$ cat config.mk
export PLATFORM = sky130hd
export DESIGN_NAME = obi_sram_slave_pipe
export DESIGN_NICKNAME = d
export VERILOG_FILES = /design/src/rtl/obi_sram_slave_pipe.sv
export SDC_FILE = /design/constraint.sdc
export NUM_CORES = 2
export LEC_CHECK = 0
export CAP_MARGIN = 20
export CORE_MARGIN = 2
export CORE_UTILIZATION = 45
export DETAILED_ROUTE_END_ITERATION = 10
export DONT_BUFFER_PORTS = 1
export GPL_ROUTABILITY_DRIVEN = 0
export PLACE_DENSITY = 0.67
export SYNTH_ARGS = -nofsm -noshare
export SYNTH_HDL_FRONTEND = slang
export SYNTH_SLANG_ARGS = --single-unit
$ cat constraint.sdc
create_clock -name clk_i -period 2.67 [get_ports clk_i]
set_input_delay 0.267 -clock clk_i [delete_from_list [all_inputs] [get_ports clk_i]]
set_output_delay 0.267 -clock clk_i [all_outputs]
set_load 0.03 [all_outputs]
$ cat src/rtl/obi_sram_slave_pipe.sv
// OBI subordinate in front of a byte-addressable single-port SRAM model.
// Accesses complete on the accept edge; responses queue in an in-order FIFO.
module obi_sram_slave_pipe #(
  parameter int unsigned           ADDR_WIDTH      = 32,
  parameter int unsigned           DATA_WIDTH      = 32,
  parameter int unsigned           MEM_DEPTH       = 64,
  parameter logic [ADDR_WIDTH-1:0] BASE_ADDR       = '0,
  parameter int unsigned           MAX_OUTSTANDING = 2
) (
  input  logic                    clk_i,
  input  logic                    reset_i,
  input  logic                    obi_req_i,
  output logic                    obi_gnt_o,
  input  logic [ADDR_WIDTH-1:0]   obi_addr_i,
  input  logic                    obi_we_i,
  input  logic [DATA_WIDTH/8-1:0] obi_be_i,
  input  logic [DATA_WIDTH-1:0]   obi_wdata_i,
  output logic                    obi_rvalid_o,
  input  logic                    obi_rready_i,
  output logic [DATA_WIDTH-1:0]   obi_rdata_o,
  output logic                    obi_err_o
);

  localparam int unsigned BE_W    = DATA_WIDTH / 8;
  localparam int unsigned OFF_LSB = $clog2(BE_W);
  localparam int unsigned IDX_W   = $clog2(MEM_DEPTH);
  localparam int unsigned PTR_W   = (MAX_OUTSTANDING > 1) ? $clog2(MAX_OUTSTANDING) : 1;
  localparam int unsigned CNT_W   = $clog2(MAX_OUTSTANDING + 1);

  localparam logic [ADDR_WIDTH-1:0] SPAN     = ADDR_WIDTH'(MEM_DEPTH * BE_W);
  localparam logic [CNT_W-1:0]      CNT_MAX  = CNT_W'(MAX_OUTSTANDING);
  localparam logic [PTR_W-1:0]      PTR_LAST = PTR_W'(MAX_OUTSTANDING - 1);

  logic [DATA_WIDTH-1:0] mem       [MEM_DEPTH];
  logic [DATA_WIDTH-1:0] fifo_data [MAX_OUTSTANDING];
  logic                  fifo_err  [MAX_OUTSTANDING];

  logic [PTR_W-1:0]      rd_ptr;
  logic [PTR_W-1:0]      wr_ptr;
  logic [CNT_W-1:0]      count;
  logic                  reset_q;

  logic [ADDR_WIDTH-1:0] off;
  logic [IDX_W-1:0]      idx;
  logic                  in_range;
  logic                  push;
  logic                  pop;
  logic [DATA_WIDTH-1:0] resp_data;
  logic                  resp_err;

  function automatic logic [PTR_W-1:0] ptr_next(input logic [PTR_W-1:0] p);
    return (p == PTR_LAST) ? '0 : p + 1'b1;
  endfunction

  // Range test is done in full address width so wrap-around below BASE_ADDR is caught.
  assign off      = obi_addr_i - BASE_ADDR;
  assign idx      = off[OFF_LSB +: IDX_W];
  assign in_range = (obi_addr_i >= BASE_ADDR) && (off < SPAN);

  // Grant only from registered state; a pop this cycle frees a slot for the next one.
  assign obi_gnt_o    = !reset_q && (count < CNT_MAX);
  assign push         = obi_req_i && obi_gnt_o && !reset_i;
  assign pop          = obi_rvalid_o && obi_rready_i && !reset_i;

  assign obi_rvalid_o = (count != '0);
  assign obi_rdata_o  = obi_rvalid_o ? fifo_data[rd_ptr] : '0;
  assign obi_err_o    = obi_rvalid_o && fifo_err[rd_ptr];

  assign resp_data    = (!obi_we_i && in_range) ? mem[idx] : '0;
  assign resp_err     = !in_range;

  always_ff @(posedge clk_i) begin
    if (push && obi_we_i && in_range) begin
      for (int i = 0; i < BE_W; i++) begin
        if (obi_be_i[i]) mem[idx][8*i +: 8] <= obi_wdata_i[8*i +: 8];
      end
    end
  end

  always_ff @(posedge clk_i) begin
    if (push) begin
      fifo_data[wr_ptr] <= resp_data;
      fifo_err[wr_ptr]  <= resp_err;
    end
  end

  always_ff @(posedge clk_i) begin
    reset_q <= reset_i;
    if (reset_i) begin
      count  <= '0;
      rd_ptr <= '0;
      wr_ptr <= '0;
    end else begin
      if (push) wr_ptr <= ptr_next(wr_ptr);
      if (pop)  rd_ptr <= ptr_next(rd_ptr);
      count <= count + CNT_W'(push) - CNT_W'(pop);
    end
  end

endmodule

Word level (Yosys, flattened, before mapping)
Memories as Yosys holds them, arrays and structs flattened. A register that Yosys moved wholly into a read port is not among the register bits.
Index checks and enable logic that the tools add are counted.
- magnitude comparators: 3
- add/sub/neg operators: 4
- reductions and logical operators: 15
- mux-type cells: 22
- operators with widths (kind ; count):
    32-bit two-way mux ; 2
    32-bit by 1-bit >= comparator with 1-bit output (second input constant) ; 1
    32-bit by 9-bit less-than comparator with 1-bit output (second input constant) ; 1
    1-bit two-way mux ; 20
    1-bit logical AND ; 10
    1-bit zero test ; 4
    1-bit adder (second input constant) ; 2
    2-bit by 1-bit adder with 2-bit output ; 1
    2-bit less-than comparator (second input constant) ; 1
    2-bit nonzero test ; 1
    2-bit by 1-bit subtractor with 2-bit output ; 1
- logic and storage cells: 51
- RAM bits: 2114
- memories: 3
- register bits after elaboration: 5
- output and inout bits: 35
- memory list (memory ; depth ; bits a word ; read ports ; clocked after memory_dff ; write ports ; RTL line ; source):
    mem ; 64 ; 32 ; 1 ; 0 ; 1 ; 34 ; logic [DATA_WIDTH-1:0] mem [MEM_DEPTH];
    fifo_data ; 2 ; 32 ; 1 ; 1 ; 1 ; 35 ; logic [DATA_WIDTH-1:0] fifo_data [MAX_OUTSTANDING];
    fifo_err ; 2 ; 1 ; 1 ; 1 ; 1 ; 36 ; logic fifo_err [MAX_OUTSTANDING];

Longest topological paths before layout
- depth in word-level cells: 8
- depth in mapped cells: 11
- depth with buffers taken out: 10

Worst setup path after synthesis
OpenSTA, ideal clock, no wires.
- path kind: flip-flop to flip-flop
- from: reg count[1]
- to: mem fifo_data[0][0], enable pin
- period minus slack after synthesis: 2.819 ns
- data required time: 2.247 ns
- arrival time: 2.396 ns
- slack: -0.149 ns
- stages on the path, launching flop included: 4
- cells stage by stage: dfxtp_1 -> nor4b_1 -> inv_1 -> nor2_1
- longest elaborated chain between the ends: 6
- RTL lines (element ; RTL line ; source):
    start, declared ; 40 ; logic [CNT_W-1:0] count;
    start signal, assigned ; 96 ; count <= count + CNT_W'(push) - CNT_W'(pop);
    2-bit less-than comparator ; 61 ; assign obi_gnt_o = !reset_q && (count < CNT_MAX);
    1-bit logical AND ; 61 ;
    1-bit logical AND (2 in a row) ; 62 ; assign push = obi_req_i && obi_gnt_o && !reset_i;
    1-bit two-way mux ; 81 ; if (push) begin
    1-bit two-way mux (not written as such) ; 82 ; fifo_data[wr_ptr] <= resp_data;
    end, declared ; 35 ;
No other way between the ends.

Worst setup path in the final report
- from: in obi_addr_i[4]
- to: mem fifo_data[1][31] (data pin)
- longest elaborated chain between the ends: 4
- elaborated cells between the ends (all ways): 6
- classes of those cells: order compare: 2; mux: 1; reduce/logical: 2; memory: 1
- RTL lines (element ; RTL line ; source):
    start, declared ; 14 ; input logic [ADDR_WIDTH-1:0] obi_addr_i,
    32-bit by 1-bit >= comparator with 1-bit output / 32-bit by 9-bit less-than comparator with 1-bit output (equally long branches) ; 58 ; assign in_range = (obi_addr_i >= BASE_ADDR) && (off < SPAN);
    1-bit logical AND ; 58 ;
    1-bit logical AND ; 69 ; assign resp_data = (!obi_we_i && in_range) ? mem[idx] : '0;
    32-bit two-way mux (*) ; 69 ;
    via resp_data[31] ; 48 ; logic [DATA_WIDTH-1:0] resp_data;
The timed path passes the listed nets; every way through them passes the cells marked *.

==> impl_results.md <==
- Share of post-route cells with drive strength above 1: 0.246
- Post-route clock period utilization: 1.15
- Minimum clock period after layout: approximately 3 ns
- Prevailing post-synth register cell: edfxtp_1
- Total number of clock tree sinks: 2,120
- Terminus of the critical flop-to-flop path: fifo_data[1][30]
- Clock buffer depth: 3
- Capturing element type of the critical path: register
- Floorplan Core Area: roughly 180,000 um^2
- Maximum number of pins on one net before global-route repair: approximately 470
- Flip-flop and latch count after synthesis: 2,120
- Synthesis-to-finish area growth: 17.1%
- Maximum clock skew at final layout: 0.0532 ns
- Leakage dissipation: 31.3 nW
- Total overflow reported by the global router: 0
- Ys async rst share: 0
- Power per unit of standard cell area: 702 nW/um^2
- Total track usage: 0.282
- Post-synth design cell area: a little over 80,000 um^2
- Average instance area after synthesis: 17.8 um^2
- Number of detailed-routing iterations run before antenna repair: 8
- Startpoint Class: primary input
- Sum Neg Setup Slack: -36.99 ns
- # placed instances: 7,399
- Violations in the final reports: slew limit, setup timing
- Worst Hold Path Cells: 4
- Upper clock frequency limit: 0.325 GHz
- Initial antenna violation count: 20
- Crit-path cells: nand2b_4, buf_4, nor2_1, a211oi_1, a211oi_1, or4_1, nor4_1, buf_4
- Post-detail-place hpwl: 163,000 um
- Class of the most critical hold timing path: primary input to register
- Max capacitance violation total: 0
- Count of non-filler cells in the finished layout: around 7,900
- Nets in the synthesized netlist: between 4,000 and 5,000
- Reg-to-Reg Start: mem[29][30]
- Clock-pin slew on the worst setup and hold paths: 0.06 ns
- Final routed DRC violation total: 0
- Slowest stage delay, CP: ~0.55 ns
- TritonCTS clock tree: yes
- Smallest setup slack after layout: -0.406 ns
- Master cell of the clock root buffer: clkbuf_16
- Number of global-route vias before repair: ~48,000
- Top delay family on crit path: simple AND/OR/NAND/NOR gates
- Worst endpoint required time: 3.40 ns
- Hold worst-path end: fifo_data[0][7]
- Number of levels in the clock H-tree: 4
- Rel. slew slack: -0.397
- Outcome: complete, but fails checks
- DR vias/cell: roughly 6.4
- Part of the Yosys area used for sequential elements: 0.765
- Die W: 434 um
- Crit-path slowest cell: nand2b_4
- Synth cell types: 78
- Start point of the worst min-delay path: obi_addr_i[2]
- Final Hold Viols: 0
- Total setup violations reported at the end of the flow: 350
- EDFF count, synth: 2,114
- Boundary Pins: 108
- Cell count of the worst reg-to-reg path: 7
- Synth warn: 0
- Row count: 157
- Routed wire length: 268,000 um
- Number of nets in the final layout: 5,295
- CP Buf/Inv Count: 2
- Worst Path Max Fanout: about 470
- Critical path data arrival time: roughly 3.8 ns
- Total count of max-transition violations in the final report: 251
- Skew-Pair Late Insertion Delay: between 0.8 and 0.9 ns
- CTS buffer count: approximately 200
- Wire length of the first global-routing pass: about 370,000 um
- Instance count of the mapped netlist: between 4,000 and 5,000
- Starting density of the core: 0.454
- Worst vdd ir: 723 uV
- Die area: 188,000 um^2
- Drt first-iter violations: a little over 9,000
- Startpoint-to-endpoint class of the critical path: primary input to register
- Height of the chip: approximately 430 um
- Average wire length per cell after detail routing: 34.0 um
- Antenna viol nets, final: 0
- R2R setup slack: 0.06 ns
- Routed vias: 50,500
- Actual transition at the worst max-transition pin: 2.10 ns
- Number of buffer cells added on primary ports: 0
-- layout make-up --
| class | count | area (um^2) |
|---|---|---|
| timing repair buffer | 672 | 6620 |
| tap | 2464 | 3080 |
| clock buffer | 256 | 5320 |
| antenna | 13 | 32.5 |
| fill | 14200 | 85900 |
| clock inverter | 115 | 1080 |
| sequential | 2120 | 63600 |
| multi-input combinational | 2212 | 17500 |
| inverter | 10 | 50.0 |
-- per-stage QoR --
stage                      util  power [mW]  hold WS (ns)  area [um^2]  setup WS, ns
after global placement    0.488        40.2         0.295        89500        -0.634
after floorplan               -        39.3         0.295        83100         0.198
final                     0.531        68.3        0.0593        97300        -0.406
after detailed placement  0.488        40.2         0.295        89500        -0.688
after CTS                 0.530        68.3        0.0396        97200        0.0464
after global routing      0.531        69.8        0.0509        97300       -0.0463
-- per-layer routing --
layer	vias up	routed length, um	GRT usage
li1	20200	-	-
met1	25600	94800	0.370
met2	4043	118000	0.415
met3	736	39300	0.0971
met4	34	15300	0.144
met5	-	328	0.00520
-- state kept, by name, summed over array words and instances, names as in the netlist, named ones only --
name and flops:
fifo_err 2, reset_q 1, mem 2048, wr_ptr 1, fifo_data 64, rd_ptr 1, count 2
-- how the worst max path moves through the flow --
stage	depth (start not counted)	start	slack, ns	end
3_5_place_dp	7	obi_addr_i[4]	-0.69	fifo_data[1][16]
2_1_floorplan	9	obi_addr_i[3]	0.20	mem[16][0]
6_report	8	obi_addr_i[4]	-0.41	fifo_data[1][31]
3_3_place_gp	7	obi_addr_i[4]	-0.63	fifo_data[1][16]
4_1_cts	5	register	0.05	obi_rdata_o[18]
5_1_grt	8	obi_addr_i[4]	-0.05	fifo_data[1][31]
-- worst reg2reg max path, cell delays in order, from the launching register on --
cell	delay, ns
edfxtp_1	0.38
mux4_2	0.51
a22oi_1	0.36
nand2_1	0.25
a211oi_1	0.31
buf_4	0.18
a31oi_1	0.15
buf_4	0.22
-- kinds of logic after synthesis --
| kind of cell | synth area share |
|---|---|
| muxes | 0.0904 |
| AOI/OAI and AO/OA | 0.0821 |
| DFF | 0.765 |
| adders and majority gates | 0.000301 |
| buffers and inverters | 0.0262 |
| and+or+nand+nor | 0.0354 |
| xor gates and xnor gates | 0.000422 |
-- synth_stat cells (8+ instances only) --
master	count	area, um^2
nor2b_1	10	62.6
o21ai_0	76	380
o22a_1	10	87.6
buf_1	15	56.3
clkbuf_1	82	308
a211oi_1	14	105
mux4_2	114	2570
nand3_1	21	105
edfxtp_1	2114	63500
nor4_1	23	144
nor2_1	429	1610
mux2i_1	169	1690
a22oi_1	40	300
buf_2	101	505
buf_4	77	578
o21a_1	8	60.1
a221oi_1	61	534
mux4_1	19	499
o221ai_1	157	1380
mux2_2	245	2760
a22o_1	8	70.1
nand2_1	172	646
o211ai_1	9	67.6
o22ai_1	363	2270
a2bb2oi_1	58	508
a21oi_1	89	445
buf_6	46	518
a221o_1	11	110
-- placed cells by master, fill, tap and decap left out, types with 8 or more instances in the layout --
master,n
a211oi_1,14
a21oi_1,89
a221o_1,11
a221oi_1,61
a22o_1,8
a22oi_1,40
a2bb2oi_1,58
buf_12,65
buf_16,32
buf_4,529
bufinv_16,13
clkbuf_1,51
clkbuf_16,205
clkinv_1,48
clkinv_2,33
diode_2,13
dlygate4sd3_1,43
edfxtp_1,2114
mux2_2,245
mux2i_1,168
mux4_1,19
mux4_2,114
nand2_1,166
nand3_1,21
nor2_1,424
nor2b_1,9
nor4_1,19
o211ai_1,9
o21a_1,8
o21ai_0,74
o221ai_1,157
o22a_1,10
o22ai_1,363
-- power by group --
group          switching, mW  internal, mW
registers             0.0129          36.6
clock network           12.5          15.4
logic                   2.39          1.41
total                   14.9          53.4
-- what timing repair did --
action / CTS / global route
gates resized for setup: 4 / 12
setup endpoints to repair: 30 / 39
hold buffers: 75 / 0
setup buffers: 2 / 2
hold endpoints to repair: 2130 / 0
Note: power is estimated with default switching activity, not from simulation.
